File: src/rtl/round_seq_pkg.sv
// Shared definitions for the round sequencer: FSM state encoding and default
// round/stage counts.
package round_seq_pkg;

   localparam int unsigned NUM_ROUNDS_DEF = 24;
   localparam int unsigned NUM_STAGES_DEF = 5;

   typedef enum logic [1:0] {
      S_IDLE   = 2'd0,
      S_ISSUE  = 2'd1,
      S_WAIT   = 2'd2,
      S_FINISH = 2'd3
   } state_t;

   // Index width that stays at least one bit for single-entry ranges.
   function automatic int unsigned idx_width(input int unsigned n);
      return (n > 1) ? $clog2(n) : 1;
   endfunction

endpackage

File: src/rtl/round_stage_counter.sv
// Nested stage/round counter: stage wraps after the last stage and bumps the
// round; the round count is latched (and clamped) when the counter is initialised.
module round_stage_counter
   import round_seq_pkg::*;
#(
   parameter int unsigned NUM_ROUNDS = NUM_ROUNDS_DEF,
   parameter int unsigned NUM_STAGES = NUM_STAGES_DEF,
   parameter int unsigned ROUND_W    = $clog2(NUM_ROUNDS + 1),
   parameter int unsigned STAGE_W    = idx_width(NUM_STAGES)
) (
   input  logic               clk,
   input  logic               rst,
   input  logic               init,
   input  logic [ROUND_W-1:0] num_rounds,
   input  logic               advance,
   output logic [STAGE_W-1:0] stage,
   output logic [STAGE_W-1:0] stage_nxt,
   output logic [ROUND_W-1:0] round,
   output logic               last
);

   logic [ROUND_W-1:0] rounds_q;
   logic [ROUND_W-1:0] rounds_clamped;
   logic               stage_wrap;

   assign rounds_clamped = (num_rounds > ROUND_W'(NUM_ROUNDS)) ? ROUND_W'(NUM_ROUNDS) : num_rounds;
   assign stage_wrap     = (stage == STAGE_W'(NUM_STAGES - 1));
   assign stage_nxt      = stage_wrap ? '0 : stage + STAGE_W'(1);
   assign last           = stage_wrap && (round == rounds_q - ROUND_W'(1));

   always_ff @(posedge clk or posedge rst) begin
      if (rst) begin
         stage    <= '0;
         round    <= '0;
         rounds_q <= '0;
      end else if (init) begin
         stage    <= '0;
         round    <= '0;
         rounds_q <= rounds_clamped;
      end else if (advance) begin
         stage <= stage_nxt;
         if (stage_wrap) begin
            round <= round + ROUND_W'(1);
         end
      end
   end

endmodule

File: src/rtl/round_sequencer.sv
// Round controller: issues one-hot stage start pulses round by round, with abort
// and done signalling. Optional per-stage watchdog under ROUND_SEQ_TIMEOUT_EN.
//
// state  | meaning
// IDLE   | waiting for start; busy low
// ISSUE  | stage_start pulse for the current stage is on the outputs
// WAIT   | waiting for stage_ready of the current stage only
// FINISH | done pulse cycle; start still ignored here
module round_sequencer
   import round_seq_pkg::*;
#(
   parameter int unsigned NUM_ROUNDS     = NUM_ROUNDS_DEF,
   parameter int unsigned NUM_STAGES     = NUM_STAGES_DEF,
   parameter int unsigned ROUND_W        = $clog2(NUM_ROUNDS + 1),
   parameter int unsigned TIMEOUT_CYCLES = 255
) (
   input  logic                  clk,
   input  logic                  rst,
   input  logic                  start,
   input  logic [ROUND_W-1:0]    num_rounds,
   input  logic                  abort,
   input  logic [NUM_STAGES-1:0] stage_ready,
   output logic [NUM_STAGES-1:0] stage_start,
   output logic [ROUND_W-1:0]    round,
   output logic                  busy,
   output logic                  done,
   output logic                  error
);

   localparam int unsigned STAGE_W = idx_width(NUM_STAGES);

   state_t             state;
   logic [STAGE_W-1:0] stage;
   logic [STAGE_W-1:0] stage_nxt;
   logic               last;
   logic               init;
   logic               advance;
   logic               rdy_hit;
   logic               wd_expired;

   assign rdy_hit = stage_ready[stage];
   assign init    = (state == S_IDLE) && start;
   assign advance = (state == S_WAIT) && !abort && rdy_hit && !last;

   round_stage_counter #(
      .NUM_ROUNDS (NUM_ROUNDS),
      .NUM_STAGES (NUM_STAGES),
      .ROUND_W    (ROUND_W),
      .STAGE_W    (STAGE_W)
   ) u_counter (
      .clk        (clk),
      .rst        (rst),
      .init       (init),
      .num_rounds (num_rounds),
      .advance    (advance),
      .stage      (stage),
      .stage_nxt  (stage_nxt),
      .round      (round),
      .last       (last)
   );

`ifdef ROUND_SEQ_TIMEOUT_EN
   localparam int unsigned WD_W = (TIMEOUT_CYCLES > 255) ? $clog2(TIMEOUT_CYCLES + 1) : 8;

   logic [WD_W-1:0] wd_cnt;

   // Down-counter reloaded while the start pulse is out; expiry is terminal count in WAIT.
   always_ff @(posedge clk or posedge rst) begin
      if (rst) begin
         wd_cnt <= '0;
      end else if (state == S_ISSUE) begin
         wd_cnt <= WD_W'(TIMEOUT_CYCLES - 1);
      end else if ((state == S_WAIT) && (wd_cnt != '0)) begin
         wd_cnt <= wd_cnt - WD_W'(1);
      end
   end

   assign wd_expired = (state == S_WAIT) && (wd_cnt == '0);
`else
   // Keeps the watchdog limit referenced when the watchdog is not built.
   logic unused_timeout;
   assign unused_timeout = ^TIMEOUT_CYCLES;
   assign wd_expired     = 1'b0;
`endif

   always_ff @(posedge clk or posedge rst) begin
      if (rst) begin
         state       <= S_IDLE;
         stage_start <= '0;
         busy        <= 1'b0;
         done        <= 1'b0;
         error       <= 1'b0;
      end else begin
         stage_start <= '0;
         done        <= 1'b0;
         error       <= 1'b0;
         case (state)
            S_IDLE: begin
               if (start) begin
                  busy <= 1'b1;
                  if (num_rounds == '0) begin
                     state <= S_FINISH;
                     done  <= 1'b1;
                  end else begin
                     state       <= S_ISSUE;
                     stage_start <= NUM_STAGES'(1);
                  end
               end
            end
            S_ISSUE: begin
               if (abort) begin
                  state <= S_IDLE;
                  busy  <= 1'b0;
               end else begin
                  state <= S_WAIT;
               end
            end
            S_WAIT: begin
               if (abort) begin
                  state <= S_IDLE;
                  busy  <= 1'b0;
               end else if (rdy_hit) begin
                  if (last) begin
                     state <= S_FINISH;
                     done  <= 1'b1;
                  end else begin
                     state       <= S_ISSUE;
                     stage_start <= NUM_STAGES'(1) << stage_nxt;
                  end
               end else if (wd_expired) begin
                  state <= S_IDLE;
                  busy  <= 1'b0;
                  error <= 1'b1;
               end
            end
            S_FINISH: begin
               state <= S_IDLE;
               busy  <= 1'b0;
            end
            default: begin
               state <= S_IDLE;
               busy  <= 1'b0;
            end
         endcase
      end
   end

endmodule

File: config.mk
export PLATFORM = sky130hd
export DESIGN_NAME = round_sequencer
export DESIGN_NICKNAME = d
export VERILOG_FILES = /design/src/rtl/round_seq_pkg.sv /design/src/rtl/round_stage_counter.sv /design/src/rtl/round_sequencer.sv
export SDC_FILE = /design/constraint.sdc
export NUM_CORES = 1
export LEC_CHECK = 0
export CAP_MARGIN = 10
export CORE_ASPECT_RATIO = 0.9
export CORE_MARGIN = 2
export CORE_UTILIZATION = 49
export CTS_BUF_LIST = sky130_fd_sc_hd__clkbuf_2 sky130_fd_sc_hd__clkbuf_4 sky130_fd_sc_hd__clkbuf_8
export CTS_CLUSTER_DIAMETER = 150
export DETAILED_ROUTE_END_ITERATION = 7
export GPL_ROUTABILITY_DRIVEN = 0
export PLACE_DENSITY = 0.84
export SYNTH_ARGS = -nofsm -noshare
export SYNTH_HDL_FRONTEND = slang
export SYNTH_HIERARCHICAL = 1
export SYNTH_SLANG_ARGS = --single-unit
File: constraint.sdc
create_clock -name clk -period 3.3 [get_ports clk]
set_input_delay 0.66 -clock clk [delete_from_list [all_inputs] [get_ports clk]]
set_output_delay 0.66 -clock clk [all_outputs]
set_load 0.03 [all_outputs]
==> flow_metrics.tcl <==
set metrics [dict create \
    outcome "finished with violations" \
    failed_checks "design-rule violations" \
    synthFlopType "dfrtp_1" \
    syn_area_um2 1310 \
    boundaryPins 27 \
    synth_enable_flop_cells 0 \
    reg2reg_depth 11 \
    drive_above_1_share 0.133 \
    path_clk_slew_ns 0.12 \
    r2r-start "u_counter/rounds_q[0]$_DFFE_PP0P_" \
    vias_per_cell 5.63 \
    grt_pass1_vias 990 \
    start_util 0.523 \
    seqPwrFrac 0.371 \
    hold_viol 0 \
    met2_usage 0.326 \
    totalWireLength_um 2680 \
    synth_largest_area_cell "dfrtp_1" \
    path_max_fanout 7 \
    synth_top_family_by_area "simple AND/OR/NAND/NOR gates" \
    dpl.hpwl_um 2140 \
    grt.busiest_layer "met2" \
    cts_buffers 3 \
    diodes 0 \
    max_stage_delay_ns 0.42 \
    yosys.area_share.adder 0.0667 \
    grtUsageTotal 0.196 \
    ant_nets 0 \
    post-route-min-period_ns 2.50 \
    finalNonFillerCells 186 \
    synth-compound-area-share 0.122 \
    synth-simple-area-share 0.195 \
    grt_pass1_wl_um 4420 \
    drcViolationCount 1 \
    yosysMostFrequentCell "dfrtp_1" \
    met3_usage 0.0587 \
    rsz0062_at_grt "false" \
    cap_violations 0 \
    synth_cell_types 41 \
    crit_path_cell_trace "inv_1 > ha_1 > nor3b_1 > xnor2_1 > nor4_1 > buf_4 > nor2_1 > and2_2 > nand4_2 > or3_1 > a21oi_1" \
    yosys-top-cells-area "dfrtp_1 (42%), ha_1 (6.7%), xnor2_1 (4.7%)" \
    setup_viol 0 \
    async_flop_share 1.00 \
    dieArea_um2 3110 \
    coreArea_um2 2510 \
    crit_type "flop to flop" \
    met1_usage 0.246 \
    ys_warn_count 6 \
    cp-start-kind "flop" \
    finalCritPeriodShare 0.757 \
    rr_endpoint "u_counter/round[3]$_DFFE_PP0P_" \
    drv_slew 0 \
    required_ns 3.53 \
    clock_latency_ns 0.31 \
    synth_area_per_cell_um2 9.88 \
    finClkSkew_ns 0.0115 \
    grt_start_max_net_pins 18 \
    switchingPower_w 0.000474 \
    relSlewSlack 0.651 \
    areaGrowthSynthToFinish_pct 22.9 \
    clockBufferDepth 2 \
    cellPowerDensity_nw_per_um2 705 \
    port_buffers 25 \
    h-tree-depth 1 \
    synthMuxAreaShare 0.0686 \
    die_h_um 53.1 \
    synth-xor-area-share 0.0667 \
    rows 17 \
    r2r_slack_ns 0.80 \
    fmax_ghz 0.400 \
    layout.nets 180 \
    power.share.clock 0.129 \
    setup-tns-final_ns 0 \
    synth_top_area_frac 0.419 \
    ctsHoldBuffers 0 \
    vias 1047 \
    die_w_um 58.6 \
    arrival_ns 2.73 \
    drt_iter0_drc 41 \
    clock-sinks 22 \
    yosys_register_bits 22 \
    post_cts_buffers 0 \
    p_comb_frac 0.500 \
    min_path_type "flop to flop" \
    cts_tree "built" \
    cp-end-kind "flop" \
    cts-root-buf "clkbuf_4" \
    dr.pass1.iters 6 \
    syn_inst 133 \
    gr-total-overflow 0 \
    worst_slew_pin_slew_ns 0.519 \
    min-delay-start "state[0]$_DFFE_PP0P_" \
    antenna_found_initial 0 \
    whs_endpoint "state[0]$_DFFE_PP0P_" \
    p_int_w 0.000664 \
    swShare 0.417 \
    synthTopCellsByCount "dfrtp_1 (22), nor2_1 (14), inv_1 (13), ha_1 (7), xnor2_1 (7)" \
    cp_slowest_cell "dfrtp_1" \
    post_cts_resized 0 \
    power.leakage_nw 0.722 \
    ir_drop_mv 0.430 \
    synth-seq-area-share 0.419 \
    wl_per_cell_um 14.4 \
    dp_cells 182 \
    syn_nets 154 \
    holdPathStages 1 \
]
how the worst max path moves through the flow:
stage	to	start	cells past startpoint	slack (ns)
floorplan	u_counter/round[1]$_DFFE_PP0P_	u_counter/rounds_q[0]$_DFFE_PP0P_	11	0.90
global placement	u_counter/round[1]$_DFFE_PP0P_	stage_ready[0]	8	0.81
detailed placement	u_counter/round[1]$_DFFE_PP0P_	stage_ready[0]	8	0.77
CTS	u_counter/round[3]$_DFFE_PP0P_	u_counter/rounds_q[0]$_DFFE_PP0P_	11	0.81
global route	u_counter/round[3]$_DFFE_PP0P_	u_counter/rounds_q[0]$_DFFE_PP0P_	11	0.54
finish	u_counter/round[3]$_DFFE_PP0P_	u_counter/rounds_q[0]$_DFFE_PP0P_	11	0.80
cells in the final DEF (no fill, tap or decap), types with 2 or more instances in the layout:
master | synthesis | layout
or3_1 | 2 | 2
and3_2 | 2 | 2
nand2_1 | 5 | 5
a21oi_1 | 6 | 6
inv_1 | 13 | 13
nand4_1 | 2 | 2
xor2_1 | 3 | 3
clkbuf_4 | 0 | 3
xnor2_1 | 7 | 7
clkdlybuf4s50_1 | 0 | 25
dfrtp_1 | 22 | 22
o21ai_0 | 6 | 6
a2bb2oi_1 | 2 | 2
ha_1 | 7 | 7
nor3_1 | 2 | 2
mux2i_1 | 3 | 3
and4_2 | 3 | 3
nand2b_1 | 2 | 2
nor2_1 | 14 | 14
nor3b_1 | 2 | 2
nand3_1 | 4 | 4
mux2_2 | 4 | 4
critical path, delay by kind of cell (launching register included):
family                   cells  cell delay (ns)
adder cells (fa/ha/maj)      1             0.17
AND/OR/NAND/NOR              6             1.28
AO/OA/AOI/OAI                1             0.14
XOR/XNOR                     1             0.15
buffers and inverters        2             0.24
flip-flops                   1             0.42
state kept, by name (all words and copies together) (netlist names):
register	flops
u_counter/rounds_q	5
busy	1
stage_start	5
u_counter/stage	3
state	2
done	1
u_counter/round	5
layer usage:
layer / wire, µm / share of wire
met1: 1200 / 0.45
met2: 1330 / 0.50
met3: 130 / 0.049
met4: 17 / 0.0064
met5: 0 / 0
power groups by stage:
stage               Combinational, W  Sequential (W)  Clock, W
floorplan                   0.000422        0.000430         0
global placement            0.000537        0.000422         0
detailed placement          0.000568        0.000428         0
CTS                         0.000570        0.000423  0.000151
global route                0.000633        0.000434  0.000163
finish                      0.000569        0.000423  0.000146
cell families after synthesis:
logic type | Yosys count
AND/OR/NAND/NOR | 45
buffers and inverters | 18
AO/OA/AOI/OAI | 22
other | 1
XOR/XNOR | 10
multiplexers | 8
flip-flops | 22
adder cells (fa/ha/maj) | 7
final cells by class:
cell class              instances  area [µm²]
inverters                      13        48.8
well taps                      28        35.0
multi-input cells              93         686
repair buffers                 26         258
flip-flops and latches         22         551
fillers                       206         896
clock buffers                   4        36.3
metrics by stage:
stage                     setup WS, ns  total power [W]  instance area, µm²   util  hold slack (ns)
after floorplan                  0.900         0.000853                1310      -            0.488
after global placement           0.807         0.000958                1580  0.629            0.507
after detailed placement         0.767         0.000996                1580  0.629            0.516
after CTS                        0.813          0.00114                1610  0.643            0.546
after global routing             0.540          0.00123                1610  0.643            0.567
final                            0.802          0.00114                1610  0.643            0.540
Note: power is estimated with default switching activity, not from simulation.
